File: src/rtl/async_fifo_pkg.sv
// Shared definitions for the async_fifo block family.
// Contents:
//   DEFAULT_DATA_WIDTH - default word width of FIFO users
//   arb_state_e        - arbiter state encoding (ST_IDLE / ST_GRANT)
//   clog2()            - ceiling log2, used to size index and counter fields
package async_fifo_pkg;

  localparam int DEFAULT_DATA_WIDTH = 8;

  typedef enum logic {
    ST_IDLE  = 1'b0,
    ST_GRANT = 1'b1
  } arb_state_e;

  // Ceiling log2; clog2(1) = 0, clog2(4) = 2, clog2(5) = 3.
  function automatic int clog2(input int value);
    int result;
    int v;
    result = 0;
    v      = value - 1;
    while (v > 0) begin
      result = result + 1;
      v      = v >> 1;
    end
    return result;
  endfunction

endpackage

File: src/rtl/rr_pick.sv
// Combinational round-robin selector.
// Searches req starting at the index after 'last', wrapping modulo N, and
// returns the first requester found.
// Ports:
//   req  in  N   request vector
//   last in  IW  index of the previous winner (search starts at last+1)
//   gnt  out N   one-hot winner, 0 when no request
//   idx  out IW  index of the winner, 0 when no request
//   any  out 1   at least one request present
module rr_pick
  import async_fifo_pkg::*;
#(
  parameter int N  = 4,
  parameter int IW = clog2(N)
) (
  input  logic [N-1:0]  req,
  input  logic [IW-1:0] last,
  output logic [N-1:0]  gnt,
  output logic [IW-1:0] idx,
  output logic          any
);

  assign any = |req;

  // Walk the N candidates in rotating order; the first hit latches and masks the rest.
  always_comb begin
    logic [IW-1:0] k;
    logic          hit;
    logic          found;
    gnt   = '0;
    idx   = '0;
    k     = '0;
    hit   = 1'b0;
    found = 1'b0;
    for (int i = 1; i <= N; i++) begin
      k      = IW'((int'(last) + i) % N);
      hit    = ~found & req[k];
      gnt[k] = gnt[k] | hit;
      idx    = hit ? k : idx;
      found  = found | hit;
    end
  end

endmodule

File: src/rtl/async_fifo_wr_arb.sv
// Write-side arbiter for async_fifo: shares the single FIFO write port among
// NUM_SRC requesters with round-robin grant and bursts of at most BURST_LEN
// accepted words. Stalls (holding grant and burst count) while the FIFO is full.
// Ports:
//   fifo_w_clk_i  in  1                   write clock
//   rst_n_i       in  1                   asynchronous active-low reset
//   src_req_i     in  NUM_SRC             per-source valid
//   src_data_i    in  NUM_SRC*DATA_WIDTH  packed source data, source k at [k*DATA_WIDTH +: DATA_WIDTH]
//   src_ack_o     out NUM_SRC             one-hot accept strobe
//   fifo_w_req_o  out 1                   FIFO write request
//   fifo_w_data_o out DATA_WIDTH          FIFO write data
//   fifo_w_full_i in  1                   FIFO full flag
//   grant_o       out NUM_SRC             one-hot current owner, 0 when idle
//   busy_o        out 1                   high while a source is granted
module async_fifo_wr_arb
  import async_fifo_pkg::*;
#(
  parameter int DATA_WIDTH = DEFAULT_DATA_WIDTH,
  parameter int NUM_SRC    = 4,
  parameter int BURST_LEN  = 4
) (
  input  logic                          fifo_w_clk_i,
  input  logic                          rst_n_i,
  input  logic [NUM_SRC-1:0]            src_req_i,
  input  logic [NUM_SRC*DATA_WIDTH-1:0] src_data_i,
  output logic [NUM_SRC-1:0]            src_ack_o,
  output logic                          fifo_w_req_o,
  output logic [DATA_WIDTH-1:0]         fifo_w_data_o,
  input  logic                          fifo_w_full_i,
  output logic [NUM_SRC-1:0]            grant_o,
  output logic                          busy_o
);

  localparam int IW = clog2(NUM_SRC);
  localparam int CW = clog2(BURST_LEN + 1);

  arb_state_e          state_r;
  logic [NUM_SRC-1:0]  grant_r;
  logic [IW-1:0]       owner_r;
  logic [IW-1:0]       last_r;
  logic [CW-1:0]       burst_cnt_r;

  logic                owner_req_s;
  logic                wr_s;
  logic                burst_end_s;
  logic [IW-1:0]       pick_last_s;
  logic [NUM_SRC-1:0]  pick_gnt_s;
  logic [IW-1:0]       pick_idx_s;
  logic                pick_any_s;
  logic [DATA_WIDTH-1:0] data_s;

  assign owner_req_s = |(grant_r & src_req_i);
  assign wr_s        = owner_req_s & ~fifo_w_full_i;
  // A full FIFO never ends a burst: wr_s is low, and the owner is still requesting.
  assign burst_end_s = (wr_s & (burst_cnt_r == CW'(BURST_LEN - 1))) | ~owner_req_s;

  // While granted, the search starts after the current owner so the hand-over
  // at burst end is already the next round-robin choice.
  assign pick_last_s = (state_r == ST_GRANT) ? owner_r : last_r;

  rr_pick #(
    .N  (NUM_SRC),
    .IW (IW)
  ) u_rr_pick (
    .req  (src_req_i),
    .last (pick_last_s),
    .gnt  (pick_gnt_s),
    .idx  (pick_idx_s),
    .any  (pick_any_s)
  );

  // AND-OR data mux; grant is one-hot or zero, so no grant yields zero data.
  always_comb begin
    data_s = '0;
    for (int k = 0; k < NUM_SRC; k++) begin
      data_s = data_s | (src_data_i[k*DATA_WIDTH +: DATA_WIDTH] & {DATA_WIDTH{grant_r[k]}});
    end
  end

  assign fifo_w_req_o  = owner_req_s;
  assign fifo_w_data_o = data_s;
  assign src_ack_o     = grant_r & src_req_i & {NUM_SRC{~fifo_w_full_i}};
  assign grant_o       = grant_r;
  assign busy_o        = (state_r == ST_GRANT);

  // Arbitration FSM with burst counter; grant, owner and last winner are registered.
  always_ff @(posedge fifo_w_clk_i or negedge rst_n_i) begin
    if (!rst_n_i) begin
      state_r     <= ST_IDLE;
      grant_r     <= '0;
      owner_r     <= '0;
      last_r      <= IW'(NUM_SRC - 1);
      burst_cnt_r <= '0;
    end else begin
      case (state_r)
        ST_IDLE: begin
          if (pick_any_s) begin
            state_r     <= ST_GRANT;
            grant_r     <= pick_gnt_s;
            owner_r     <= pick_idx_s;
            burst_cnt_r <= '0;
          end else begin
            grant_r     <= '0;
            burst_cnt_r <= '0;
          end
        end
        ST_GRANT: begin
          if (burst_end_s) begin
            last_r      <= owner_r;
            burst_cnt_r <= '0;
            if (pick_any_s) begin
              grant_r <= pick_gnt_s;
              owner_r <= pick_idx_s;
            end else begin
              state_r <= ST_IDLE;
              grant_r <= '0;
            end
          end else if (wr_s) begin
            burst_cnt_r <= burst_cnt_r + CW'(1);
          end else begin
            burst_cnt_r <= burst_cnt_r;
          end
        end
        default: begin
          state_r     <= ST_IDLE;
          grant_r     <= '0;
          burst_cnt_r <= '0;
        end
      endcase
    end
  end

endmodule

File: config.mk
export PLATFORM = sky130hd
export DESIGN_NAME = async_fifo_wr_arb
export DESIGN_NICKNAME = d
export VERILOG_FILES = /design/src/rtl/async_fifo_pkg.sv /design/src/rtl/rr_pick.sv /design/src/rtl/async_fifo_wr_arb.sv
export SDC_FILE = /design/constraint.sdc
export NUM_CORES = 1
export LEC_CHECK = 0
export ABC_AREA = 1
export BUFFER_PORTS_ARGS = -buffer_cell sky130_fd_sc_hd__buf_2
export CORE_MARGIN = 2
export CORE_UTILIZATION = 47
export DETAILED_ROUTE_END_ITERATION = 8
export GPL_TIMING_DRIVEN = 0
export PLACE_DENSITY = 0.8
export SLEW_MARGIN = 10
export SYNTH_ARGS = -nofsm -noshare
export SYNTH_HDL_FRONTEND = slang
export SYNTH_SLANG_ARGS = --single-unit
export TNS_END_PERCENT = 30
File: constraint.sdc
create_clock -name fifo_w_clk_i -period 3.2 [get_ports fifo_w_clk_i]
set_input_delay 0.64 -clock fifo_w_clk_i [delete_from_list [all_inputs] [get_ports fifo_w_clk_i]]
set_output_delay 0.64 -clock fifo_w_clk_i [all_outputs]
set_load 0.02 [all_outputs]
==> summary.txt <==
STA
  – Fin Clk Skew: roughly 0.0044 ns
  – Final hold violation count: 0
  – Slew at the pin closest to its max-slew limit: 0.471 ns
  – Crit share post-route: 92.0%
  – Max-Slew Margin vs Limit: 68.6%
  – Max Slew Vio Count: 0
  – Final setup vio count: 0
  – Maximum clock rate: 340 MHz
  – Worst-case setup margin in the final layout: 0.256 ns
  – Period minus WS final: roughly 2.9 ns

Yosys
  – Cell area after synthesis: roughly 1300 sq um
  – Netlist cell types: 22
  – Share of synthesized area occupied by flip-flops and latches: 23.4%
  – Dominant synthesized flop cell: dfrtp_1
  – Post-synth net total: 262
  – Syn avg cell area: 5.96 sq um
  – Number of flops mapped to enable cells by yosys: 0
  – Count of state elements after synthesis: 12
  – Ys Warns: 0
  – Post-synthesis instance total: 217
  – Post-synthesis async set-or-reset flop share: 100%

Die
  – Placement row count: 19
  – Die ar.: 3190 sq um
  – Effective utilization at floorplan: 48.1%
  – Vertical extent of the die: 56.4 um
  – I/O pins: 57
  – Die boundary width: between 50 and 60 um
  – Standard cell core area: approximately 2700 sq um

Placed design
  – Detailed Place HPWL: just under 3000 um
  – Final GP Congestion: 0.939
  – Worst setup slack before clock tree synthesis: 0.0197 ns
  – IO Port Bufs: 56

Power and ir drop
  – Post-layout total power: between 0.0015 and 0.002 W
  – Standby leakage power: approximately 0.93 nW
  – Pwr/cell area: 1150 nW/um^2
  – Worst IR drop on VDD: 0.936 mV

Global route
  – Vias in the first global route: 1,576
  – Maximum number of pins on one net before global-route repair: 13
  – First-pass GRT wire length: between 6000 and 7000 um
  – Total gr overflow: 0
  – Overall global routing resource usage: 24.1%
  – Initial antenna violation count: 0

Setup path
  – Element type at the critical path end: register
  – CP Class: reg -> reg
  – Maximum fanout count along the critical path: 10
  – Largest stage delay on the critical path: 0.56 ns
  – Kind of start point of the critical path: register
  – Reg2reg path depth: 23
  – Chain of cells forming the critical path: nand2_2 -> nand2_4 -> buf_8 -> inv_4 -> ha_4 -> inv_1 -> nand3_2 -> nand2_2 -> buf_6 -> nand3_1 -> nand3_1 -> nand2_2 -> nand3_1 -> nand3_1 -> nand3_1 -> nand2_2 -> nand3_1 -> nand3_1 -> nand3_1 -> nand2_2 -> nand3_1 -> nand2_1 -> nand2_1
  – Critical Path Most Common Cell: nand3_1
  – Arrival time at the worst endpoint: 3.11 ns
  – Required time worst endpoint: approximately 3.4 ns
  – Slack of the worst reg-to-reg path: roughly 0.26 ns
  – Max stage delay cell, worst path: dfstp_2

Finish
  – Leading cell type in the layout, fill and taps excluded: nand2_1
  – Nets: roughly 330
  – Most frequent cells in the layout: 84 x nand2_1, 56 x buf_2, 38 x nand3_1, 18 x inv_1, 11 x nand4_1
  – Ratio of cells with drive above 1 in the final layout: 30.2%
  – Area Growth Syn to Fin: 31.8%
  – Diode insertion count for antenna repair: 0

Drt
  – Post-DRT Antenna Nets: 0
  – Total Wirelength: 3670 um
  – Drt drc: 0
  – Number of design-rule violations left by the first detailed-router iteration: 51
  – Via/cell ratio: 5.28
  – Total via count in the routed design: between 1,500 and 2,000
  – DR pass1 iterations: 4
  – Mean routed wirelength per cell: ~12 um

Run
  – Max-capacitance violation count: 0

Clock tree
  – Maximum root-to-sink buffer count: 2
  – Number of buffers inserted for hold repair after clock tree synthesis: 0
  – Source-to-sink clock delay at the later pin of the worst-skew pair: 0.28 ns
  – H-tree levels: 1
  – TritonCTS Buffers: 3
  – CTS tree: done
  – Root Buffer Master: clkbuf_4
  – Clock Sink Count: 12
  – Clock-pin slew reported for the worst setup and hold paths after clock tree synthesis: 0.08 ns

Hold path
  – Type of the worst min-delay path: in -> async

Run status
  – Outcome: finished clean
## state kept, by name (all words and copies together) (netlist names)
register / count
burst_cnt_r: 3
busy_o: 1
grant_o: 4
last_r: 2
owner_r: 2
## critical path, delay by kind of cell, from the launching register on
kind	cells	cell delay (ns)
and+or+nand+nor	18	1.60
DFF	1	0.56
buffers and inverters	4	0.39
adders and majority gates	1	0.30
## what timing repair did
action	4_1_cts	5_1_grt
gates resized for setup	0	6
endpoints found under the setup margin	0	4
setup buffers	0	4
## area by class of cell
type | count | area, sq um
Buffer | 6 | 41.3
Tap cell | 31 | 38.8
Timing Repair Buffer | 60 | 310
Fill cell | 274 | 983
Inverter | 21 | 81.3
Clock buffer | 4 | 36.3
Multi-Input combinational cell | 178 | 891
Sequential cell | 12 | 304
## stage by stage
| step | utilization (%) | hold WS (ns) | instance area, sq um | TNS (ns) | instances |
|---|---|---|---|---|---|
| floorplan | - | 0.344 | 1290 | 0 | 217 |
| global placement | 60.0 | 0.471 | 1610 | 0 | 304 |
| detailed placement | 60.0 | 0.476 | 1610 | 0 | 304 |
| CTS | 61.3 | 0.236 | 1650 | 0 | 308 |
| global route | 63.4 | 0.244 | 1700 | -0.0126 | 312 |
| finish | 63.4 | 0.223 | 1700 | 0 | 312 |
## per-layer routing
metal  global-route usage [%]  part of all wire (%)  up-vias
met4                     8.84                   1.4        0
met1                     28.3                    41      726
met2                     45.2                    51       67
met5                        0                     0        -
li1                         -                     -      849
met3                     1.61                   7.1        5
## cell usage after synthesis (3+ instances only)
cell type	number	share of area (%)
nand2_1	84	24
nand3_1	38	15
inv_1	18	5.2
nand4_1	11	5.3
dfrtp_1	10	19
nand2_2	9	4.4
nor2_1	9	2.6
ha_1	6	5.8
o21ai_0	6	2.3
a21oi_1	4	1.5
clkbuf_1	4	1.2
o21ai_1	3	1.2
## cell families after synthesis
family / share of synthesized area [%]
buffers and inverters: 9.00
flip-flops: 23.4
AO/OA/AOI/OAI: 7.55
multiplexers: 0.774
adder cells (fa/ha/maj): 5.81
AND/OR/NAND/NOR: 53.4
## worst paths after layout
| kind | from | end |
|---|---|---|
| min in group fifo_w_clk_i | burst_cnt_r[0] | burst_cnt_r[0] |
| max in group asynchronous | rst_n_i | last_r[1] |
| worst min-delay path | rst_n_i | burst_cnt_r[0] |
| worst max register to register | last_r[0] | grant_o[0] |
| worst min register to register | burst_cnt_r[0] | burst_cnt_r[0] |
| worst max-delay path | last_r[0] | grant_o[0] |
## power by group
group / switching [W] / internal (W) / leakage, nW / total (W)
Clock: 0.0000526 / 0.0000692 / 0.0210 / 0.000122
Combinational: 0.00101 / 0.000557 / 0.765 / 0.00157
Sequential: 0.0000358 / 0.000229 / 0.143 / 0.000265
Total: 0.00110 / 0.000856 / 0.929 / 0.00195
No activity file was read; power rests on OpenSTA's default activity.
